==> src/rtl/bus_slice_pkg.sv <==
// Shared definitions for the bus slice gatherer: index-width derivation and
// the encoding of why a slice record was dropped.
package bus_slice_pkg;

   // Cause of the most recent dropped record, kept registered for debug.
   typedef enum logic [1:0] {
      ERR_NONE   = 2'd0,
      ERR_DUP    = 2'd1,
      ERR_RANGE  = 2'd2,
      ERR_BADBUS = 2'd3
   } err_cause_e;

   // Bits needed to index n items, never less than one.
   function automatic int idx_width(input int n);
      return (n > 1) ? $clog2(n) : 1;
   endfunction

endpackage

==> src/rtl/bus_slice_lane.sv <==
// Per-bus gather state: collected bits, coverage mask and the "word complete"
// flag. A clear wins over a set; the top never issues both in one cycle.
module bus_slice_lane
   import bus_slice_pkg::*;
#(
   parameter int WIDTH = 2,
   parameter int BW    = idx_width(WIDTH)
) (
   input  logic             clk,
   input  logic             rst_n,
   input  logic             set_i,
   input  logic [BW-1:0]    set_bit_i,
   input  logic             set_val_i,
   input  logic             clr_i,
   output logic [WIDTH-1:0] data_o,
   output logic [WIDTH-1:0] mask_o,
   output logic             pending_o
);

   logic [WIDTH-1:0] data_q, data_d;
   logic [WIDTH-1:0] mask_q, mask_d;
   logic             pending_q, pending_d;
   logic [WIDTH-1:0] onehot;

   // Next-state: write one bit and mark it covered, or release the lane.
   always_comb begin
      onehot    = WIDTH'(1) << set_bit_i;
      data_d    = data_q;
      mask_d    = mask_q;
      pending_d = pending_q;
      if (clr_i) begin
         mask_d    = '0;
         pending_d = 1'b0;
      end else if (set_i) begin
         data_d    = set_val_i ? (data_q | onehot) : (data_q & ~onehot);
         mask_d    = mask_q | onehot;
         pending_d = &(mask_q | onehot);
      end
   end

   // Lane state registers.
   always_ff @(posedge clk or negedge rst_n) begin
      if (!rst_n) begin
         data_q    <= '0;
         mask_q    <= '0;
         pending_q <= 1'b0;
      end else begin
         data_q    <= data_d;
         mask_q    <= mask_d;
         pending_q <= pending_d;
      end
   end

   assign data_o    = data_q;
   assign mask_o    = mask_q;
   assign pending_o = pending_q;

endmodule

==> src/rtl/bus_slice_gather.sv <==
// Collects single-bit slice records into whole bus words and hands each
// completed word out through a one-entry valid/ready slot, lowest bus first.
module bus_slice_gather
   import bus_slice_pkg::*;
#(
   parameter int WIDTH   = 2,
   parameter int NUM_BUS = 2,
   parameter int BW      = idx_width(WIDTH),
   parameter int SW      = idx_width(NUM_BUS)
) (
   input  logic             clk,
   input  logic             rst_n,
   input  logic             in_valid,
   output logic             in_ready,
   input  logic [SW-1:0]    in_bus,
   input  logic [BW-1:0]    in_bit,
   input  logic             in_value,
   output logic             out_valid,
   input  logic             out_ready,
   output logic [SW-1:0]    out_bus,
   output logic [WIDTH-1:0] out_data,
   output logic             err
);

   logic [NUM_BUS-1:0] pend;
   logic [NUM_BUS-1:0] set_en;
   logic [NUM_BUS-1:0] clr_en;
   logic [WIDTH-1:0]   lane_data [NUM_BUS];
   logic [WIDTH-1:0]   lane_mask [NUM_BUS];

   logic               bus_ok, bit_ok, dup, pend_sel, accept;
   logic [WIDTH-1:0]   mask_sel;
   logic               any_pend, slot_free, load;
   logic [SW-1:0]      pick;
   logic [WIDTH-1:0]   pick_data;

   err_cause_e         err_q, err_d;
   logic               out_valid_q, out_valid_d;
   logic [SW-1:0]      out_bus_q, out_bus_d;
   logic [WIDTH-1:0]   out_data_q, out_data_d;

   for (genvar g = 0; g < NUM_BUS; g++) begin : g_lane
      bus_slice_lane #(.WIDTH(WIDTH), .BW(BW)) u_lane (
         .clk       (clk),
         .rst_n     (rst_n),
         .set_i     (set_en[g]),
         .set_bit_i (in_bit),
         .set_val_i (in_value),
         .clr_i     (clr_en[g]),
         .data_o    (lane_data[g]),
         .mask_o    (lane_mask[g]),
         .pending_o (pend[g])
      );
   end

   // Input decode: in_ready depends only on the addressed bus, never on the output side.
   always_comb begin
      bus_ok   = (32'(in_bus) < NUM_BUS);
      bit_ok   = (32'(in_bit) < WIDTH);
      pend_sel = 1'b0;
      mask_sel = '0;
      for (int b = 0; b < NUM_BUS; b++) begin
         if (in_bus == SW'(b)) begin
            pend_sel = pend[b];
            mask_sel = lane_mask[b];
         end
      end
      dup      = |(mask_sel & (WIDTH'(1) << in_bit));
      in_ready = bus_ok & ~pend_sel;
      accept   = in_valid & in_ready;
      set_en   = '0;
      for (int b = 0; b < NUM_BUS; b++) begin
         set_en[b] = accept & bit_ok & ~dup & (in_bus == SW'(b));
      end
      err_d = ERR_NONE;
      if (in_valid & ~bus_ok)     err_d = ERR_BADBUS;
      else if (accept & ~bit_ok)  err_d = ERR_RANGE;
      else if (accept & dup)      err_d = ERR_DUP;
   end

   // Output slot: refill from the lowest-index complete bus when empty or draining.
   always_comb begin
      any_pend  = 1'b0;
      pick      = '0;
      pick_data = '0;
      for (int b = NUM_BUS - 1; b >= 0; b--) begin
         if (pend[b]) begin
            any_pend  = 1'b1;
            pick      = SW'(b);
            pick_data = lane_data[b];
         end
      end
      slot_free = ~out_valid_q | out_ready;
      load      = slot_free & any_pend;
      clr_en    = '0;
      for (int b = 0; b < NUM_BUS; b++) begin
         clr_en[b] = load & (pick == SW'(b));
      end
      out_valid_d = out_valid_q;
      out_bus_d   = out_bus_q;
      out_data_d  = out_data_q;
      if (load) begin
         out_valid_d = 1'b1;
         out_bus_d   = pick;
         out_data_d  = pick_data;
      end else if (slot_free) begin
         out_valid_d = 1'b0;
      end
   end

   // Output slot and drop-cause registers.
   always_ff @(posedge clk or negedge rst_n) begin
      if (!rst_n) begin
         out_valid_q <= 1'b0;
         out_bus_q   <= '0;
         out_data_q  <= '0;
         err_q       <= ERR_NONE;
      end else begin
         out_valid_q <= out_valid_d;
         out_bus_q   <= out_bus_d;
         out_data_q  <= out_data_d;
         err_q       <= err_d;
      end
   end

   assign out_valid = out_valid_q;
   assign out_bus   = out_bus_q;
   assign out_data  = out_data_q;
   assign err       = (err_q != ERR_NONE);

endmodule

==> config.mk <==
export PLATFORM = sky130hd
export DESIGN_NAME = bus_slice_gather
export DESIGN_NICKNAME = d
export VERILOG_FILES = /design/src/rtl/bus_slice_pkg.sv /design/src/rtl/bus_slice_lane.sv /design/src/rtl/bus_slice_gather.sv
export SDC_FILE = /design/constraint.sdc
export NUM_CORES = 1
export LEC_CHECK = 0
export CELL_PAD_IN_SITES_DETAIL_PLACEMENT = 0
export CELL_PAD_IN_SITES_GLOBAL_PLACEMENT = 1
export CORE_MARGIN = 3
export CORE_UTILIZATION = 30
export CTS_BUF_LIST = sky130_fd_sc_hd__clkbuf_4
export CTS_CLUSTER_SIZE = 16
export DETAILED_ROUTE_END_ITERATION = 6
export GPL_ROUTABILITY_DRIVEN = 0
export GPL_TIMING_DRIVEN = 0
export PLACE_DENSITY_LB_ADDON = 0.1
export SYNTH_ARGS = -nofsm -noshare
export SYNTH_HDL_FRONTEND = slang
export SYNTH_SLANG_ARGS = --single-unit
==> constraint.sdc <==
create_clock -name clk -period 3.9 [get_ports clk]
set_input_delay 0.78 -clock clk [delete_from_list [all_inputs] [get_ports clk]]
set_output_delay 0.78 -clock clk [all_outputs]
set_load 0.02 [all_outputs]
==> summary.md <==
| Metric | Value |
|---|---|
| Critical Path Most Common Cell | clkdlybuf4s50_1 |
| Sw Share | approximately a third |
| Tcrit/Tclk final | slightly below 80% |
| # nets final | 79 |
| NetSw | between 200 and 250 µW |
| Fraction of layout cells with a size suffix above 1 | 16.9% |
| Power per cell area | between 700 and 800 nW/µm² |
| Starting DRT DRC Count | 4 |
| Via count | between 400 and 500 |
| Worst reg2reg startpoint | g_lane[0].u_lane.pending_o$_DFFE_PN0P_ |
| Area fraction of the dominant cell type after synthesis | a little over half |
| Vias in the first global route | 498 |
| Syn_area_per_cell | roughly 13 µm² |
| Final WL | 1.32 mm |
| Root Driver | clkbuf_4 |
| CTS tree | built |
| Endpoint class of the critical path | output port |
| Number of synthesized flops with an enable pin | 0 |
| FFs w/ async S/R, synth | 100% |
| Seq pwr share | 45.4% |
| # resized after CTS | 0 |
| Maxcap violations | 0 |
| 1st-pass router iterations | 4 |
| Critical Path Start Type | input port |
| Grt total ovfl | 0 |
| Drt via density | approximately 4.7 |
| Clk_lat worst skew | 280 ps |
| Gate Count Post-Synth | 56 |
| Core box area | between 2000 and 2500 µm² |
| Initial antenna violation count | 0 |
| Final Hold Vio Count | 0 |
| Filler cell count | 219 |
| Netlist area before placement | roughly 710 µm² |
| Critical Path AT | 2230 ps |
| Outcome | completed |
| Post-synthesis cell type count | 24 |
| Max_slew headroom | between 50 and 60% |
| Clock network power share | 15.1% |
| Synth top area cells | dfrtp_1, a21o_1, mux2_1, mux2i_1, a31oi_1 |
| IO Count | 13 |
| Worst Skew | 3.88 ps |
| Maximum level of the CTS H-tree | 1 |
| Die extent in x | about 55 µm |
| Per-cell routed wire length | ~14 µm |
| CP required | ~3100 ps |
| CP max stage cell | clkdlybuf4s50_1 |
| Worst-path maximum fanout | 4 |
| Antenna diodes | 0 |
| Area leader, netlist | dfrtp_1 |
| Row count | 16 |
| Fmax | roughly 0.33 GHz |
| Setup ws final | 890 ps |
| Largest stage delay, worst path | roughly 640 ps |
| Post-layout min period | about 3000 ps |
| Post-synth top cells | dfrtp_1, a21o_1, a31oi_1 |
| CP Launch Point | in_bus |
| Largest net degree at the start of global routing | 16 |
| Synthesized flop and latch total | 15 |
| Post-DRT Antenna Nets | 0 |
| First-pass GRT wire length | about 2.3 mm |
| Reg2reg path depth | 4 |
| Die area | approximately 3000 µm² |
| Peak VDD IR | between 0.3 and 0.4 mV |
| Clk slew on worst S/H paths | ~90 ps |
| Layout overhead on the synthesized area | 24.6% |
| CTS Buf Count | 3 |
| CTS Sinks | 15 |
| HPWL after DPL | about 1.0 mm |
| Worst Path Class, Setup | input port to output port |
| Hold/Removal Path Class | flip-flop to flip-flop |
| Fin. max-slew vios | 0 |
| Hold path depth | 1 |
| Starting Density | between 30 and 40% |
| Least-Margin Pin Slew | ~670 ps |
| Final Setup Violations | 0 |
| Comb pwr share | 39.5% |
| Remaining DRCs | 0 |
| I/O Buffers | 11 |
| Leak | around 0.40 nW |
| Seq/Total Area, Yosys | approximately 53% |
| RSZ-0062 raised after global routing | no |
| CP Cell Sequence | clkdlybuf4s50_1 -> mux2i_1 -> clkdlybuf4s50_1 |
| Primary FF master, synth | dfrtp_1 |
| Dpl ws | approximately 860 ps |
| Count leader, synth | dfrtp_1 |
| YS warnings | 0 |
| Hold_buf cts | 0 |
| Setup TNS Final | 0 ps |
| Setup bufs post-CTS | 0 |
| Die Y | 54.6 µm |
| GRT Total Usage | 11.5% |
| Clock Tree Buf Depth | 2 |
| Pint | 413 µW |
| Post-Syn Nets | 63 |
## logic make-up (layout without fill, tap and decap cells)
| logic type | Yosys count | in the layout | synth area share [%] |
|---|---|---|---|
| AO/OA/AOI/OAI | 13 | 13 | 12.7 |
| multiplexers | 8 | 8 | 13.8 |
| buffers and inverters | 2 | 17 | 2.12 |
| AND/OR/NAND/NOR | 18 | 18 | 18.4 |
| flip-flops | 15 | 15 | 53.0 |
## worst max-delay path, delay by kind of cell
family | cells | cell delay [ps]
buffers and inverters | 2 | 1210
multiplexers | 1 | 240
## worst paths after layout
kind	slack (ps)	endpoint
worst max register to register	2290	flip-flop
worst min-delay path	500	flip-flop
min in group asynchronous	900	out_data[0]$_DFFE_PN0P_
max in group asynchronous	2570	g_lane[1].u_lane.mask_o[1]$_DFFE_PN0P_
worst min register to register	500	flip-flop
worst max-delay path	890	in_ready
## power groups by stage
stage / logic (mW) / registers [mW] / clock network (mW)
final: 0.249 / 0.286 / 0.0952
after global routing: 0.276 / 0.301 / 0.110
after CTS: 0.253 / 0.288 / 0.100
after detailed placement: 0.252 / 0.291 / 0
after global placement: 0.251 / 0.292 / 0
after floorplan: 0.138 / 0.304 / 0
## layout by cell type, fill, tap and decap left out
| cell type | instances |
|---|---|
| mux4_2 | 1 |
| o31ai_1 | 1 |
| clkbuf_1 | 1 |
| mux2_2 | 1 |
| or3b_4 | 1 |
| mux2i_1 | 3 |
| clkbuf_4 | 4 |
| nand2_1 | 2 |
| buf_6 | 1 |
| a31oi_1 | 4 |
| nor3_2 | 1 |
| or3_2 | 1 |
| clkdlybuf4s50_1 | 11 |
| a21bo_2 | 1 |
| nor3_1 | 2 |
| and3b_1 | 2 |
| nor3b_1 | 1 |
| and3_1 | 1 |
| mux2_1 | 3 |
| o21ai_0 | 2 |
| nor3b_2 | 1 |
| dfrtp_1 | 15 |
| nor2b_1 | 3 |
| a21o_1 | 5 |
| nand3b_1 | 2 |
| nand2b_1 | 1 |
## routing by layer
layer  GRT usage, %  share of wire (%)
met5              0                  0
met4           6.22               0.98
met3           3.54                4.2
met2           15.6                 44
met1           15.9                 51
## cell type report
| class | instances | area, µm² | share of cell area (%) |
|---|---|---|---|
| tap | 27 | 33.8 | 3.83 |
| timing repair buffer | 11 | 110 | 12.5 |
| buffer | 2 | 15.0 | 1.70 |
| multi-input combinational | 39 | 318 | 36.0 |
| sequential | 15 | 375 | 42.6 |
| clock buffer | 4 | 30.0 | 3.40 |
## per-stage QoR
stage,utilization (%),instance area (µm²),cells,total power [mW],hold WS (ps)
floorplan,-,708,56,0.442,459
global placement,40.5,852,94,0.543,479
detailed placement,40.5,852,94,0.543,485
CTS,42.0,882,98,0.641,507
global route,42.0,882,98,0.686,538
finish,42.0,882,98,0.630,505
Power figures use the tool's default switching activity.
